<file path="src/rtl/pid_pkg.sv">
// Shared types and constants for the PID datapath.
package pid_pkg;

  localparam int unsigned PID_W = 16;

  typedef logic signed [PID_W-1:0] pid_data_t;

  localparam pid_data_t PID_MAX         = 16'sh7FFF;
  localparam pid_data_t PID_MIN         = 16'sh8000;
  localparam pid_data_t PID_INTEG_LIMIT = 16'sd8192;

endpackage

</file>
<file path="src/rtl/pid_sat_addsub.sv">
// Combinational saturating add/subtract with parameterised clamp bounds.
// Result is formed one bit wider than the operands so it never wraps before the clamp.
module pid_sat_addsub #(
  parameter int unsigned             WIDTH = 16,
  parameter logic signed [WIDTH-1:0] LO    = {1'b1, {(WIDTH-1){1'b0}}},
  parameter logic signed [WIDTH-1:0] HI    = {1'b0, {(WIDTH-1){1'b1}}}
) (
  input  logic signed [WIDTH-1:0] a_i,
  input  logic signed [WIDTH-1:0] b_i,
  input  logic                    sub_i,
  output logic signed [WIDTH-1:0] y_o,
  output logic                    ovf_o
);

  localparam logic signed [WIDTH:0] LO_X = $signed({LO[WIDTH-1], LO});
  localparam logic signed [WIDTH:0] HI_X = $signed({HI[WIDTH-1], HI});

  logic signed [WIDTH:0] a_x;
  logic signed [WIDTH:0] b_x;
  logic signed [WIDTH:0] r_x;

  always_comb begin
    a_x = $signed({a_i[WIDTH-1], a_i});
    b_x = $signed({b_i[WIDTH-1], b_i});
    r_x = sub_i ? (a_x - b_x) : (a_x + b_x);
  end

  always_comb begin
    y_o   = r_x[WIDTH-1:0];
    ovf_o = 1'b0;
    if (r_x > HI_X) begin
      y_o   = HI;
      ovf_o = 1'b1;
    end else if (r_x < LO_X) begin
      y_o   = LO;
      ovf_o = 1'b1;
    end
  end

endmodule

</file>
<file path="src/rtl/pid_error_tracker.sv">
// PID front end: saturated error, clamped integral and first difference, 2-stage pipeline.
// Define PID_ANTIWINDUP_EN to clamp the integral to +/-INTEG_LIMIT instead of the full range.
module pid_error_tracker
  import pid_pkg::*;
#(
  parameter int unsigned             WIDTH       = PID_W,
  parameter logic signed [WIDTH-1:0] INTEG_LIMIT = PID_INTEG_LIMIT
) (
  input  logic                    clk,
  input  logic                    reset,
  input  logic                    clear,
  input  logic signed [WIDTH-1:0] setpoint,
  input  logic signed [WIDTH-1:0] measurement,
  input  logic                    in_valid,
  output logic                    in_ready,
  output logic signed [WIDTH-1:0] err,
  output logic signed [WIDTH-1:0] integ,
  output logic signed [WIDTH-1:0] deriv,
  output logic                    out_sat,
  output logic                    out_valid,
  input  logic                    out_ready
);

  localparam logic signed [WIDTH-1:0] FULL_MAX = {1'b0, {(WIDTH-1){1'b1}}};
  localparam logic signed [WIDTH-1:0] FULL_MIN = {1'b1, {(WIDTH-1){1'b0}}};

`ifdef PID_ANTIWINDUP_EN
  localparam logic signed [WIDTH-1:0] INT_HI = INTEG_LIMIT;
  localparam logic signed [WIDTH-1:0] INT_LO = -INTEG_LIMIT;
`else
  localparam logic signed [WIDTH-1:0] INT_HI = FULL_MAX;
  localparam logic signed [WIDTH-1:0] INT_LO = FULL_MIN;
`endif

  logic                    s1_valid_q, s1_valid_d;
  logic signed [WIDTH-1:0] s1_err_q,   s1_err_d;
  logic                    out_valid_q, out_valid_d;
  logic signed [WIDTH-1:0] err_q,      err_d;
  logic signed [WIDTH-1:0] integ_q,    integ_d;
  logic signed [WIDTH-1:0] deriv_q,    deriv_d;
  logic                    out_sat_q,  out_sat_d;
  logic signed [WIDTH-1:0] prev_err_q, prev_err_d;
  logic                    first_q,    first_d;

  logic                    stall;
  logic                    accept;
  logic signed [WIDTH-1:0] e_sat;
  logic signed [WIDTH-1:0] integ_sum;
  logic                    integ_clamped;
  logic signed [WIDTH-1:0] diff_sat;
  logic                    err_ovf_unused;
  logic                    diff_ovf_unused;

  pid_sat_addsub #(
    .WIDTH (WIDTH),
    .LO    (FULL_MIN),
    .HI    (FULL_MAX)
  ) u_err (
    .a_i   (setpoint),
    .b_i   (measurement),
    .sub_i (1'b1),
    .y_o   (e_sat),
    .ovf_o (err_ovf_unused)
  );

  pid_sat_addsub #(
    .WIDTH (WIDTH),
    .LO    (INT_LO),
    .HI    (INT_HI)
  ) u_integ (
    .a_i   (integ_q),
    .b_i   (s1_err_q),
    .sub_i (1'b0),
    .y_o   (integ_sum),
    .ovf_o (integ_clamped)
  );

  pid_sat_addsub #(
    .WIDTH (WIDTH),
    .LO    (FULL_MIN),
    .HI    (FULL_MAX)
  ) u_deriv (
    .a_i   (s1_err_q),
    .b_i   (prev_err_q),
    .sub_i (1'b1),
    .y_o   (diff_sat),
    .ovf_o (diff_ovf_unused)
  );

  // in_ready is gated by the async reset directly so it drops with reset, not at the next edge.
  always_comb begin
    stall    = out_valid_q & ~out_ready;
    in_ready = reset & ~stall & ~clear;
    accept   = in_valid & in_ready;
  end

  always_comb begin
    s1_valid_d  = s1_valid_q;
    s1_err_d    = s1_err_q;
    out_valid_d = out_valid_q;
    err_d       = err_q;
    integ_d     = integ_q;
    deriv_d     = deriv_q;
    out_sat_d   = out_sat_q;
    prev_err_d  = prev_err_q;
    first_d     = first_q;
    if (clear) begin
      s1_valid_d  = 1'b0;
      s1_err_d    = '0;
      out_valid_d = 1'b0;
      err_d       = '0;
      integ_d     = '0;
      deriv_d     = '0;
      out_sat_d   = 1'b0;
      prev_err_d  = '0;
      first_d     = 1'b1;
    end else if (!stall) begin
      s1_valid_d  = accept;
      if (accept) s1_err_d = e_sat;
      out_valid_d = s1_valid_q;
      // Integral and derivative history advance only when a real sample enters S2.
      if (s1_valid_q) begin
        err_d      = s1_err_q;
        integ_d    = integ_sum;
        out_sat_d  = integ_clamped;
        deriv_d    = first_q ? '0 : diff_sat;
        prev_err_d = s1_err_q;
        first_d    = 1'b0;
      end
    end
  end

  always_ff @(posedge clk or negedge reset) begin
    if (!reset) begin
      s1_valid_q  <= 1'b0;
      s1_err_q    <= '0;
      out_valid_q <= 1'b0;
      err_q       <= '0;
      integ_q     <= '0;
      deriv_q     <= '0;
      out_sat_q   <= 1'b0;
      prev_err_q  <= '0;
      first_q     <= 1'b1;
    end else begin
      s1_valid_q  <= s1_valid_d;
      s1_err_q    <= s1_err_d;
      out_valid_q <= out_valid_d;
      err_q       <= err_d;
      integ_q     <= integ_d;
      deriv_q     <= deriv_d;
      out_sat_q   <= out_sat_d;
      prev_err_q  <= prev_err_d;
      first_q     <= first_d;
    end
  end

  always_comb begin
    err       = err_q;
    integ     = integ_q;
    deriv     = deriv_q;
    out_sat   = out_sat_q;
    out_valid = out_valid_q;
  end

endmodule

</file>
<file path="config.mk">
export PLATFORM = sky130hd
export DESIGN_NAME = pid_error_tracker
export DESIGN_NICKNAME = d
export VERILOG_FILES = /design/src/rtl/pid_pkg.sv /design/src/rtl/pid_sat_addsub.sv /design/src/rtl/pid_error_tracker.sv
export SDC_FILE = /design/constraint.sdc
export NUM_CORES = 1
export LEC_CHECK = 0
export CAP_MARGIN = 20
export CORE_MARGIN = 1
export CORE_UTILIZATION = 40
export CTS_BUF_LIST = sky130_fd_sc_hd__clkbuf_4
export CTS_CLUSTER_SIZE = 10
export DETAILED_ROUTE_END_ITERATION = 10
export DONT_BUFFER_PORTS = 1
export GPL_ROUTABILITY_DRIVEN = 0
export PLACE_DENSITY_LB_ADDON = 0.05
export SYNTH_ARGS = -nofsm -noshare
export SYNTH_HDL_FRONTEND = slang
export SYNTH_SLANG_ARGS = --single-unit
</file>
<file path="constraint.sdc">
create_clock -name clk -period 6.55 [get_ports clk]
set_clock_uncertainty 0.15 [all_clocks]
set_input_delay 0.655 -clock clk [delete_from_list [all_inputs] [get_ports clk]]
set_output_delay 0.655 -clock clk [all_outputs]
set_load 0.02 [all_outputs]
</file>
==> impl_metrics.tcl <==
set metrics [dict create \
    critical_path.slowest_cell "sky130_fd_sc_hd__mux2i_1" \
    rows 41 \
    postSynth.topFlopCell "sky130_fd_sc_hd__dfrtp_1" \
    outcome "completed" \
    netlist_top_cells_area "sky130_fd_sc_hd__dfrtp_1 32%, sky130_fd_sc_hd__ha_1 12%, sky130_fd_sc_hd__a21oi_1 5.5%" \
    setup_repair_after_global_routing_missed_its_margin "false" \
    post_cts_setup_buffers 0 \
    hp-class "in2reg" \
    yosysSeqAreaShare_pct 33.0 \
    place_inst 750 \
    critical_path.cell_chain "ha_1 -> inv_1 -> fa_1 -> nand2b_1 -> a21oi_1 -> o21ai_0 -> nand2_1 -> a211oi_1 -> mux2i_1 -> nand2_1 -> o211ai_1" \
    numPortBuffers 0 \
    drive_gt1_share_pct 4.87 \
    ctsHtreeMaxLevel 3 \
    cts_buffers 9 \
    ys_types 56 \
    cts-root-to-sink-buffers 2 \
    met3_usage_pct 4.81 \
    power_density_mw_per_mm2 221 \
    clock_insertion_delay_worst_skew_ns 0.46 \
    timing.final.setup_violations 0 \
    worst-setup-path-type "reg2reg" \
    cellInternalPower_mw 0.801 \
    clock_power_share_pct 29.3 \
    grt_first_pass_wirelength_mm 20.6 \
    initial_core_util_pct 40.9 \
    synth_top_cell_area_share_pct 32.5 \
    finalPower_mw 1.22 \
    synth.ff_latch_count 68 \
    viasPerCell 5.43 \
    via_count 4172 \
    final_antenna_net_count 0 \
    crit_path_end_kind "flop" \
    worst_hold_path.num_cells 1 \
    routedWlPerCell_um 16.7 \
    critical-path-max-stage-delay_ns 0.63 \
    yosysWarnings 0 \
    met2_usage_pct 33.0 \
    critical_path.reg2reg.startpoint "s1_err_q[0]" \
    switchingPower_mw 0.420 \
    finalNetCount 679 \
    clock_sinks 68 \
    grt_antenna_before_repair 0 \
    tritoncts_clock_tree "built" \
    worst_setup_path_endpoint "integ[3]" \
    track_usage_pct 20.2 \
    setup_total_negative_slack_ns 0 \
    synth-async-reset-ratio_pct 100 \
    critPathArrivalTime_ns 3.82 \
    endpoint_of_the_worst_slack_reg_to_reg_timing_path "integ[3]" \
    postSynthNetCount 685 \
    hold_ws_ns 0.0961 \
    post_cts.resized_instances 0 \
    p_comb_share_pct 31.5 \
    synth_area_sq_mm 0.00516 \
    clk_root_buffer_cell "sky130_fd_sc_hd__clkbuf_4" \
    max_rail_drop_vdd_uv 107 \
    die-height_um 116 \
    synth_area_leader_cell "sky130_fd_sc_hd__dfrtp_1" \
    design.core.area_sq_mm 0.0126 \
    final_core_utilization_pct 43.8 \
    globalRoute.busiestLayer "met2" \
    synthesis.instances 597 \
    grt_util_met1_pct 26.4 \
    overflow 0 \
    final_routed_drc_violation_total 0 \
    critical_path_peak_fanout 9 \
    grt_pass1_vias 3952 \
    fmaxAchievable_ghz 0.278 \
    pin_count_of_the_biggest_net_entering_global_routing 69 \
    max_slew.worst_pin.slew_ns 0.975 \
    drt-initial-drc-count 193 \
    pleak_nw 2.52 \
    worst_setup_path_start_kind "flop" \
    fin_cells 768 \
    crit_top_cell "sky130_fd_sc_hd__nand2_1" \
    firstDrtPassIters 4 \
    maxCapViolCount 0 \
    floorplan.die.width_um 116 \
    synth_enable_flop_cells 0 \
    timing.reg2reg.worst_path_depth 11 \
    min_period_ns 3.60 \
    timing.final.hold_violations 0 \
    timing.critical_path.required_ns 6.78 \
    postLayoutSetupSlackWorst_ns 2.95 \
    dp_worst_setup_slack_ns 2.78 \
    fillCellCount 1299 \
    area.growth.synth_to_final_pct 6.98 \
    startpoint "s1_err_q[0]" \
    timing.final.crit_share_pct 54.9 \
    power.share.switching_pct 34.4 \
    wl_mm 12.8 \
    antenna_cells_inserted 0 \
    setup.reg_to_reg.worst_slack_ns 2.95 \
    power_frac_seq_pct 39.2 \
    placement.cell_area_sq_mm 0.00531 \
    post_synth.cell_area_avg_sq_um 8.65 \
    io_pins 88 \
    final_count_of_pins_violating_max_slew 0 \
    final_area_sq_mm 0.00553 \
    hpwlAfterDp_mm 9.52 \
    post_cts_clock_slew_at_the_launch_and_capture_registers_of_the_worst_setup_and_hold_paths_ns 0.12 \
    design.die.area_sq_mm 0.0134 \
    slew_headroom_pct 34.8 \
]
-- routing by layer --
metal | routed length (um) | vias up
li1 | - | 2110
met1 | 6040 | 1963
met2 | 6050 | 87
met3 | 562 | 12
met4 | 163 | 0
met5 | 0 | -
-- cell usage after synthesis (2+ instances only) --
master and count:
sky130_fd_sc_hd__o22ai_1 2, sky130_fd_sc_hd__nor2b_1 10, sky130_fd_sc_hd__a211oi_1 10, sky130_fd_sc_hd__a311oi_1 3, sky130_fd_sc_hd__dfrtp_1 67, sky130_fd_sc_hd__and3_1 4
sky130_fd_sc_hd__nand2_1 69, sky130_fd_sc_hd__nor3_1 9, sky130_fd_sc_hd__o21ai_0 37, sky130_fd_sc_hd__nand2b_1 9, sky130_fd_sc_hd__a21o_1 13, sky130_fd_sc_hd__inv_1 53
sky130_fd_sc_hd__a221o_1 15, sky130_fd_sc_hd__nor3b_1 2, sky130_fd_sc_hd__o21a_1 4, sky130_fd_sc_hd__and2_1 2, sky130_fd_sc_hd__a21oi_1 57, sky130_fd_sc_hd__ha_1 48
sky130_fd_sc_hd__a211o_1 3, sky130_fd_sc_hd__a21boi_0 2, sky130_fd_sc_hd__o31a_1 3, sky130_fd_sc_hd__clkbuf_1 17, sky130_fd_sc_hd__xor2_1 15, sky130_fd_sc_hd__nand3b_1 16
sky130_fd_sc_hd__maj3_1 12, sky130_fd_sc_hd__o211ai_1 11, sky130_fd_sc_hd__or2_2 3, sky130_fd_sc_hd__o31ai_1 3, sky130_fd_sc_hd__o21bai_1 4, sky130_fd_sc_hd__fa_1 3
sky130_fd_sc_hd__buf_1 2, sky130_fd_sc_hd__xnor2_1 24, sky130_fd_sc_hd__a31oi_1 3, sky130_fd_sc_hd__buf_2 2, sky130_fd_sc_hd__nand3_1 8, sky130_fd_sc_hd__nor2_1 30
sky130_fd_sc_hd__nand4_1 3
-- worst max-delay path: cells and delay by family, from the launching register on --
kind / cells / cell delay, ns
compound gates: 4 / 0.79
mux: 1 / 0.63
flops: 1 / 0.49
fa+ha+maj: 2 / 0.66
simple gates: 3 / 0.72
buf+inv: 1 / 0.07
-- state kept, by name, indices dropped and copies added, names as in the netlist --
| signal | count |
|---|---|
| out_valid | 1 |
| s1_valid_q | 1 |
| integ | 16 |
| s1_err_q | 16 |
| deriv | 16 |
| out_sat | 1 |
| first_q | 1 |
| prev_err_q | 16 |
-- how the worst min path moves through the flow --
stage | startpoint | end | slack (ns)
2_1_floorplan | reset | deriv[0] | 0.21
3_3_place_gp | reset | prev_err_q[1] | 0.21
3_5_place_dp | reset | deriv[1] | 0.21
4_1_cts | clear | prev_err_q[2] | 0.08
5_1_grt | clear | prev_err_q[12] | 0.07
6_report | clear | prev_err_q[12] | 0.1
-- cell families (layout without fill, tap and decap cells) --
group | after synthesis | after routing | share of synthesized area, %
compound gates | 184 | 184 | 23.9
simple gates | 167 | 167 | 15.5
buf+inv | 75 | 74 | 5.64
flops | 68 | 68 | 33.0
fa+ha+maj | 63 | 63 | 15.1
xor+xnor | 39 | 39 | 6.61
mux | 1 | 1 | 0.194
-- layout by cell type, fill, tap and decap left out, types with 3 or more instances in the layout --
master,n
sky130_fd_sc_hd__clkbuf_4,10
sky130_fd_sc_hd__maj3_1,12
sky130_fd_sc_hd__and3_1,4
sky130_fd_sc_hd__nor2_1,30
sky130_fd_sc_hd__o21ai_0,37
sky130_fd_sc_hd__nand3_1,8
sky130_fd_sc_hd__nand3b_1,16
sky130_fd_sc_hd__buf_4,3
sky130_fd_sc_hd__o211ai_1,11
sky130_fd_sc_hd__a311oi_1,3
sky130_fd_sc_hd__ha_1,48
sky130_fd_sc_hd__a31oi_1,3
sky130_fd_sc_hd__xor2_1,15
sky130_fd_sc_hd__or2_2,3
sky130_fd_sc_hd__fa_1,3
sky130_fd_sc_hd__a211o_1,3
sky130_fd_sc_hd__o21bai_1,4
sky130_fd_sc_hd__bufinv_16,3
sky130_fd_sc_hd__a21oi_1,57
sky130_fd_sc_hd__a21o_1,13
sky130_fd_sc_hd__o31a_1,3
sky130_fd_sc_hd__a221o_1,15
sky130_fd_sc_hd__nand2_1,69
sky130_fd_sc_hd__o31ai_1,3
sky130_fd_sc_hd__a211oi_1,10
sky130_fd_sc_hd__nor2b_1,10
sky130_fd_sc_hd__xnor2_1,24
sky130_fd_sc_hd__nand4_1,3
sky130_fd_sc_hd__o21a_1,4
sky130_fd_sc_hd__nor3_1,9
sky130_fd_sc_hd__nand2b_1,9
sky130_fd_sc_hd__dfrtp_1,67
sky130_fd_sc_hd__inv_1,53
-- power by group through the flow --
| stage | registers (mW) | logic (mW) | clock network (mW) |
|---|---|---|---|
| after floorplan | 0.473 | 0.315 | 0 |
| after global placement | 0.488 | 0.371 | 0 |
| after detailed placement | 0.488 | 0.375 | 0 |
| after CTS | 0.480 | 0.389 | 0.363 |
| after global routing | 0.482 | 0.435 | 0.386 |
| final | 0.479 | 0.385 | 0.357 |
-- repair_timing --
action / 4_1_cts / 5_1_grt
hold buffers: 2 / 0
hold endpoints to repair: 68 / 0
setup endpoints to repair: 0 / 0
-- final cells by class --
| type | instances | area (sq um) | share of cell area (%) |
|---|---|---|---|
| multi-input combinational | 454 | 3170 | 57.4 |
| sequential | 68 | 1700 | 30.8 |
| clock inverter | 6 | 103 | 1.86 |
| timing repair buffer | 5 | 60.1 | 1.09 |
| clock buffer | 10 | 75.1 | 1.36 |
| inverter | 53 | 199 | 3.60 |
| tap | 172 | 215 | 3.89 |
No activity file was read; power rests on OpenSTA's default activity.
